**src/rtl/branch_comp_iter.sv**
```systemverilog
// Iterative MSB-first branch comparator, CHUNK bits per cycle, valid/ready.
// Optional BRCOMP_EARLY_EXIT_EN: finish at the first differing chunk.
module branch_comp_iter #(
  parameter int WIDTH = 32,
  parameter int CHUNK = 8
) (
  input  logic             clk,
  input  logic             rst,
  input  logic             in_valid,
  output logic             in_ready,
  input  logic [WIDTH-1:0] dataA,
  input  logic [WIDTH-1:0] dataB,
  input  logic             BrUn,
  input  logic [2:0]       funct3,
  output logic             out_valid,
  input  logic             out_ready,
  output logic             BrEq,
  output logic             BrLT,
  output logic             taken,
  output logic             illegal
);

  localparam int NCHUNK = WIDTH / CHUNK;
  localparam int IW = (NCHUNK > 1) ? $clog2(NCHUNK) : 1;
  localparam logic [IW-1:0] TOP = IW'(NCHUNK - 1);

  typedef enum logic [1:0] {
    IDLE,
    BUSY,
    DONE
  } state_t;

  state_t           state_q;
  logic [IW-1:0]    idx_q;
  logic [WIDTH-1:0] a_q;
  logic [WIDTH-1:0] b_q;
  logic             un_q;
  logic [2:0]       f3_q;
  logic             dec_q;
  logic             lt_q;
  logic             breq_q;
  logic             brlt_q;
  logic             taken_q;
  logic             ill_q;

  logic [CHUNK-1:0] ca;
  logic [CHUNK-1:0] cb;
  logic             diff;
  logic             hit;
  logic             dec_d;
  logic             lt_d;
  logic             fin;
  logic             eq_d;
  logic             tk_d;
  logic             ill_d;

  always_comb begin
    ca = a_q[int'(idx_q)*CHUNK +: CHUNK];
    cb = b_q[int'(idx_q)*CHUNK +: CHUNK];
    // Flipping the sign bit maps two's-complement order onto unsigned order
    if (!un_q && idx_q == TOP) begin
      ca[CHUNK-1] = ~ca[CHUNK-1];
      cb[CHUNK-1] = ~cb[CHUNK-1];
    end
    diff  = (ca != cb);
    hit   = !dec_q && diff;
    dec_d = dec_q || diff;
    lt_d  = hit ? (ca < cb) : lt_q;
    eq_d  = !dec_d;
`ifdef BRCOMP_EARLY_EXIT_EN
    fin   = (idx_q == '0) || hit;
`else
    fin   = (idx_q == '0);
`endif
  end

  always_comb begin
    tk_d  = 1'b0;
    ill_d = 1'b0;
    unique case (f3_q)
      3'b000:          tk_d = eq_d;
      3'b001:          tk_d = !eq_d;
      3'b100, 3'b110:  tk_d = lt_d;
      3'b101, 3'b111:  tk_d = !lt_d;
      default:         ill_d = 1'b1;
    endcase
  end

  always_ff @(posedge clk) begin
    if (rst) begin
      state_q <= IDLE;
      idx_q   <= TOP;
      dec_q   <= 1'b0;
      lt_q    <= 1'b0;
      breq_q  <= 1'b0;
      brlt_q  <= 1'b0;
      taken_q <= 1'b0;
      ill_q   <= 1'b0;
    end else begin
      unique case (state_q)
        IDLE: begin
          if (in_valid) begin
            a_q     <= dataA;
            b_q     <= dataB;
            un_q    <= BrUn;
            f3_q    <= funct3;
            idx_q   <= TOP;
            dec_q   <= 1'b0;
            lt_q    <= 1'b0;
            state_q <= BUSY;
          end
        end
        BUSY: begin
          dec_q <= dec_d;
          lt_q  <= lt_d;
          if (fin) begin
            breq_q  <= eq_d;
            brlt_q  <= lt_d;
            taken_q <= tk_d;
            ill_q   <= ill_d;
            state_q <= DONE;
          end else begin
            idx_q <= idx_q - 1'b1;
          end
        end
        DONE: begin
          if (out_ready) begin
            idx_q   <= TOP;
            state_q <= IDLE;
          end
        end
        default: state_q <= IDLE;
      endcase
    end
  end

  assign in_ready  = (state_q == IDLE) && !rst;
  assign out_valid = (state_q == DONE);
  assign BrEq      = breq_q;
  assign BrLT      = brlt_q;
  assign taken     = taken_q;
  assign illegal   = ill_q;

endmodule

```
**config.mk**
```make
export PLATFORM = sky130hd
export DESIGN_NAME = branch_comp_iter
export DESIGN_NICKNAME = d
export VERILOG_FILES = /design/src/rtl/branch_comp_iter.sv
export SDC_FILE = /design/constraint.sdc
export NUM_CORES = 1
export LEC_CHECK = 0
export CAP_MARGIN = 20
export CELL_PAD_IN_SITES_DETAIL_PLACEMENT = 2
export CELL_PAD_IN_SITES_GLOBAL_PLACEMENT = 2
export CORE_ASPECT_RATIO = 1.2
export CORE_MARGIN = 1.5
export CORE_UTILIZATION = 37
export CTS_CLUSTER_DIAMETER = 120
export CTS_CLUSTER_SIZE = 14
export DETAILED_ROUTE_END_ITERATION = 16
export GPL_ROUTABILITY_DRIVEN = 0
export GPL_TIMING_DRIVEN = 0
export PLACE_DENSITY = 0.92
export SYNTH_ARGS = -nofsm -noshare
export SYNTH_HDL_FRONTEND = slang
export SYNTH_SLANG_ARGS = --single-unit
```
**constraint.sdc**
```tcl
create_clock -name clk -period 8.4 [get_ports clk]
set_clock_uncertainty 0.1 [all_clocks]
set_input_delay 0.84 -clock clk [delete_from_list [all_inputs] [get_ports clk]]
set_output_delay 0.84 -clock clk [all_outputs]
set_load 0.01 [all_outputs]
```
# --- Word-level counts from Yosys, hierarchy flattened ---
# Cells that the tools add are included.
word_totals:
  wordCells: 70
  out_inout_bits: 6
  in_bits: 72
  register_bits: 78
classes:
  add_sub_neg: 1
  n_mux: 16
  reduce_logical: 22
  eq_ne: 13
  shifts: 2
  bitwise: 3
  order_cmp: 1
op_table:
  columns: ["operator", "n"]
  rows:
  - ["32-bit by 6-bit variable part select with 8-bit output", 2]
  - ["3-bit equality test, second input constant", 4]
  - ["2-bit 2-to-1 mux", 6]
  - ["2-bit case mux with 3 select lines", 2]
  - ["8-bit less-than comparator", 1]
  - ["8-bit != test", 1]
  - ["2-bit != test, second input constant", 3]
  - ["3-bit AND reduction", 2]
  - ["6-bit OR reduction", 1]
  - ["1-bit logical NOT", 5]
  - ["1-bit 2-to-1 mux", 5]
  - ["2-bit equality test, second input constant", 2]
  - ["2-bit logical NOT", 2]
  - ["1-bit case mux with 2 select lines", 2]
  - ["1-bit case mux with 4 select lines", 1]
  - ["2-bit AND reduction", 2]
  - ["4-bit AND reduction", 1]
  - ["2-bit OR reduction", 2]
  - ["3-bit by 1-bit equality test with 1-bit output, second input constant", 1]
  - ["1-bit logical AND", 3]
  - ["3-bit logical NOT", 1]
  - ["1-bit NOT", 3]
  - ["3-bit nonzero test", 1]
  - ["2-bit by 1-bit equality test with 1-bit output, second input constant", 1]
  - ["other kinds (4)", 4]

# --- Logic depth before layout (Yosys ltp) ---
depth:
  ltp_word: 8
  ltp_mapped: 11
  ltp_nobuf: 10

# --- Least setup slack after synthesis ---
# Ideal clock, no wire load.
synth_path:
  kind: "input -> register"
  from: "input port rst"
  to: "register a_q[0], enable pin"
  required_time_ps: 7867
  arrival_time_ps: 2819
  setup_time_ps: 433
  cell_stages: 2
  slack_ps: 5048
  n_path_buf: 0
  cell_sequence: "nor3_1 -> and2_1"
synth_between:
  elab_chain_len: 2
synth_rtl:
  columns: ["item", "line_no", "source"]
  rows:
  - ["start, declared", "8", "input logic rst,"]
  - ["1-bit NOT (no source line)", null, null]
  - ["3-bit AND reduction (no source line)", null, null]
  - ["end signal, assigned", "103", "a_q <= dataA;"]
  - ["end, declared", "35", "logic [WIDTH-1:0] a_q;"]
# No other way between the ends.
# A chain may end at the register's enable or synchronous reset.

# --- Worst setup path in the final report ---
layout_path:
  from: "register idx_q[1]"
  to: "register taken_q (netlist: taken)"
layout_between:
  elab_chain_len: 8
  word_cells_on_any_way: 18
  classes_between: "order compare: 1; eq/ne: 2; shift: 2; mux: 4; bitwise: 2; reduce/logical: 7"
layout_rtl:
  columns: ["item", "line_no", "source"]
  rows:
  - ["start, declared", "34", "logic [IW-1:0] idx_q;"]
  - ["start signal, assigned", "123", "idx_q <= idx_q - 1'b1;"]
  - ["branches (longest 8 deep; another with 8-bit less-than comparator)", null, null]
  - ["end signal, assigned", "119", "taken_q <= tk_d;"]
  - ["end, declared", "43", "logic taken_q;"]
# Parallel ways; which one is timed is not known.

==> run_results.csv <==
group,metric,value,unit
timing,clock.fmax,0.272,GHz
placed_design,io_buffers,77,
pwr,ir_drop,0.000106,V
synthesis,mappedNetlistArea,0.00318,mm²
global_route,grt_overflow,0,
floorplan,num_rows,36,
cells_and_area,diodes,0,
timing,worst_pin_slew,0.917,ns
pwr,p_clk_share,33.7,%
worst_hold_path,min_from,"illegal",
timing,hold_viol_final,0,
global_route,antenna_found_initial,0,
global_route,grt_pass1_vias,2223,
synthesis,yosysSeqAreaShare,70.6,%
pwr,power_frac_comb,11.4,%
clock_network,cts_buffer_depth,2,
cells_and_area,fillers,748,
clock_network,htree_num_levels,3,
global_route,track_usage,18.3,%
setup_path,crit_required,8.55,ns
timing,slew-limit-headroom,38.8,%
detailed_routing,via_per_inst,4.88,
setup_path,r2r_start,"idx_q[1]",
timing,timing.final.ws_setup,4.72,ns
detailed_routing,wl_per_cell,19.2,µm
timing,finalCriticalPeriod,3.68,ns
detailed_routing,antenna_left,0,
clock_network,cts_buffers,9,
floorplan,die_w,87.6,µm
clock_network,clk-insertion-delay-late,0.35,ns
placed_design,pre_cts_ws,4.69,ns
setup_path,critical_path_class,"register to register",
cells_and_area,layout.nets,353,
detailed_routing,vias,1903,
synthesis,postSynthCellCount,183,
timing,finalSetupViolations,0,
cells_and_area,drive_above_1_share,13.4,%
clock_network,cts_root_buf,"clkbuf_8",
clock_network,clock_sinks,78,
synthesis,ys_warn_count,0,
floorplan,fp.dieH,104,µm
synthesis,yosysUniqueCellTypes,34,
floorplan,initial_core_util,38.5,%
pwr,p_leak,1.50,nW
run_status,status,"complete, no violations",
clock_network,postCtsResizedCells,0,
floorplan,io_pins,78,
pwr,p_int,627,µW
setup_path,critPathArrivalTime,3.83,ns
cells_and_area,final_cell_mix,"77 x clkdlybuf4s50_1, 68 x edfxtp_1, 16 x mux4_2",
timing,tns,0,ns
pwr,switching_share,22.3,%
clock_network,cts.reportedPaths.clkPinSlew,0.08,ns
synthesis,syn_nets,265,
timing,finalMaxSlewViolations,0,
floorplan,core,0.00824,mm²
detailed_routing,dr.pass1.iters,4,
synthesis,synth.avg_cell_area,17.4,µm²
timing,fin_crit_sh,43.8,%
cells_and_area,final_common_cell,"clkdlybuf4s50_1",
setup_path,crit_path_start_kind,"register",
clock_network,ctsHoldBuffers,0,
detailed_routing,finalWirelength,7500,µm
setup_path,crit_fanout,10,
timing,rsz0062_at_grt,"false",
global_route,grt_max_degree,69,
worst_hold_path,hp-class,"register to register",
synthesis,synth_async_sr_flop_share,0,%
placed_design,dp_hpwl,5540,µm
detailed_routing,drtIter0Drc,66,
clock_network,cts_setup_buffers,0,
synthesis,synth_seq_cells,78,
pwr,switchingPower,180,µW
cells_and_area,final_core_util,51.8,%
pwr,pwr-share-seq,55.0,%
setup_path,end_kind,"register",
cells_and_area,area_delta_synth_final,34.6,%
setup_path,crit_start,"idx_q[1]",
synthesis,synth-edff-count,68,
clock_network,cts_tree,"yes",
run,max_cap_violations,0,
synthesis,ys.flop_type,"edfxtp_1",
global_route,grt_pass1_wl,11800,µm
floorplan,die_area,0.00915,mm²
pwr,p_per_area,189,mW/mm²
detailed_routing,route.detailed.drc,0,
-- registers in the layout, summed over array words and instances, names as in the netlist --
name     count
lt_q         1
taken        1
b_q         32
BrEq         1
f3_q         3
BrLT         1
a_q         32
state_q      2
dec_q        1
un_q         1
idx_q        2
illegal      1
-- routing by layer --
metal | share of wire [%] | vias up | track usage (%) | routed length (µm)
met5 | 0 | - | 0 | 0
met4 | 1.5 | 0 | 6.80 | 116
met3 | 3.2 | 8 | 3.89 | 240
met2 | 57 | 52 | 33.0 | 4250
met1 | 39 | 956 | 20.6 | 2890
li1 | - | 887 | - | -
-- layout make-up --
class	instances	area, µm²	share of cell area [%]
repair buffers	77	771	18.0
plain buffers	6	25.0	0.586
well taps	114	143	3.34
inverters	11	41.3	0.966
flip-flops and latches	78	2240	52.5
multi-input cells	88	870	20.4
clock inverters	5	50.0	1.17
clock buffers	11	131	3.07
-- kinds of logic after synthesis --
logic type / after synthesis / synth area share (%)
adder cells (fa/ha/maj): 10 / 3.94
AND/OR/NAND/NOR: 34 / 5.79
AO/OA/AOI/OAI: 22 / 4.41
flip-flops: 78 / 70.6
buffers and inverters: 17 / 2.09
XOR/XNOR: 3 / 0.828
multiplexers: 19 / 12.3
-- worst max-delay path, cell delays in order (launching register included) --
cell and delay (ns):
dfxtp_1 0.36, clkbuf_1 0.50, clkbuf_1 0.63, mux4_2 0.42, ha_1 0.34, nand4_1 0.18, nor2_1 0.12, nor4_2 0.33
or3_1 0.15, nand3_1 0.10, a2111oi_2 0.35
-- per-stage QoR --
step | instances | total power, mW | cell area [µm²] | hold WS, ns
finish | 390 | 0.807 | 4270 | 0.405
global route | 390 | 0.837 | 4270 | 0.458
global placement | 374 | 0.539 | 4090 | 0.370
detailed placement | 374 | 0.546 | 4090 | 0.397
CTS | 390 | 0.817 | 4270 | 0.415
floorplan | 183 | 0.494 | 3180 | 0.350
-- synth_stat cells, drive strengths merged (2+ instances only) --
cell type	number	area share, %
nand2b	2	0.39
dfxtp	10	6.3
mux2i	2	0.63
nor2	10	1.2
mux4	16	11
edfxtp	68	64
nor2b	2	0.39
nand4	2	0.39
clkbuf	4	0.47
ha	10	3.9
o21ai	6	0.95
xnor2	2	0.55
buf	2	0.32
nand2	4	0.47
nor3	5	0.95
o21bai	3	0.71
and3	2	0.39
inv	11	1.3
a21oi	9	1.4
-- worst paths after layout --
path	cells after the start	end	slack, ns
max	10	taken	4.72
max reg2reg	10	taken	4.72
min	2	illegal	0.41
min reg2reg	2	illegal	0.41
-- power groups by stage --
stage               Combinational [mW]  Sequential [mW]  Clock [mW]
floorplan                       0.0441            0.450           0
global placement                0.0874            0.451           0
finish                          0.0919            0.443       0.272
global route                     0.101            0.445       0.291
CTS                             0.0938            0.444       0.279
detailed placement              0.0932            0.453           0
Note: power is estimated with default switching activity, not from simulation.
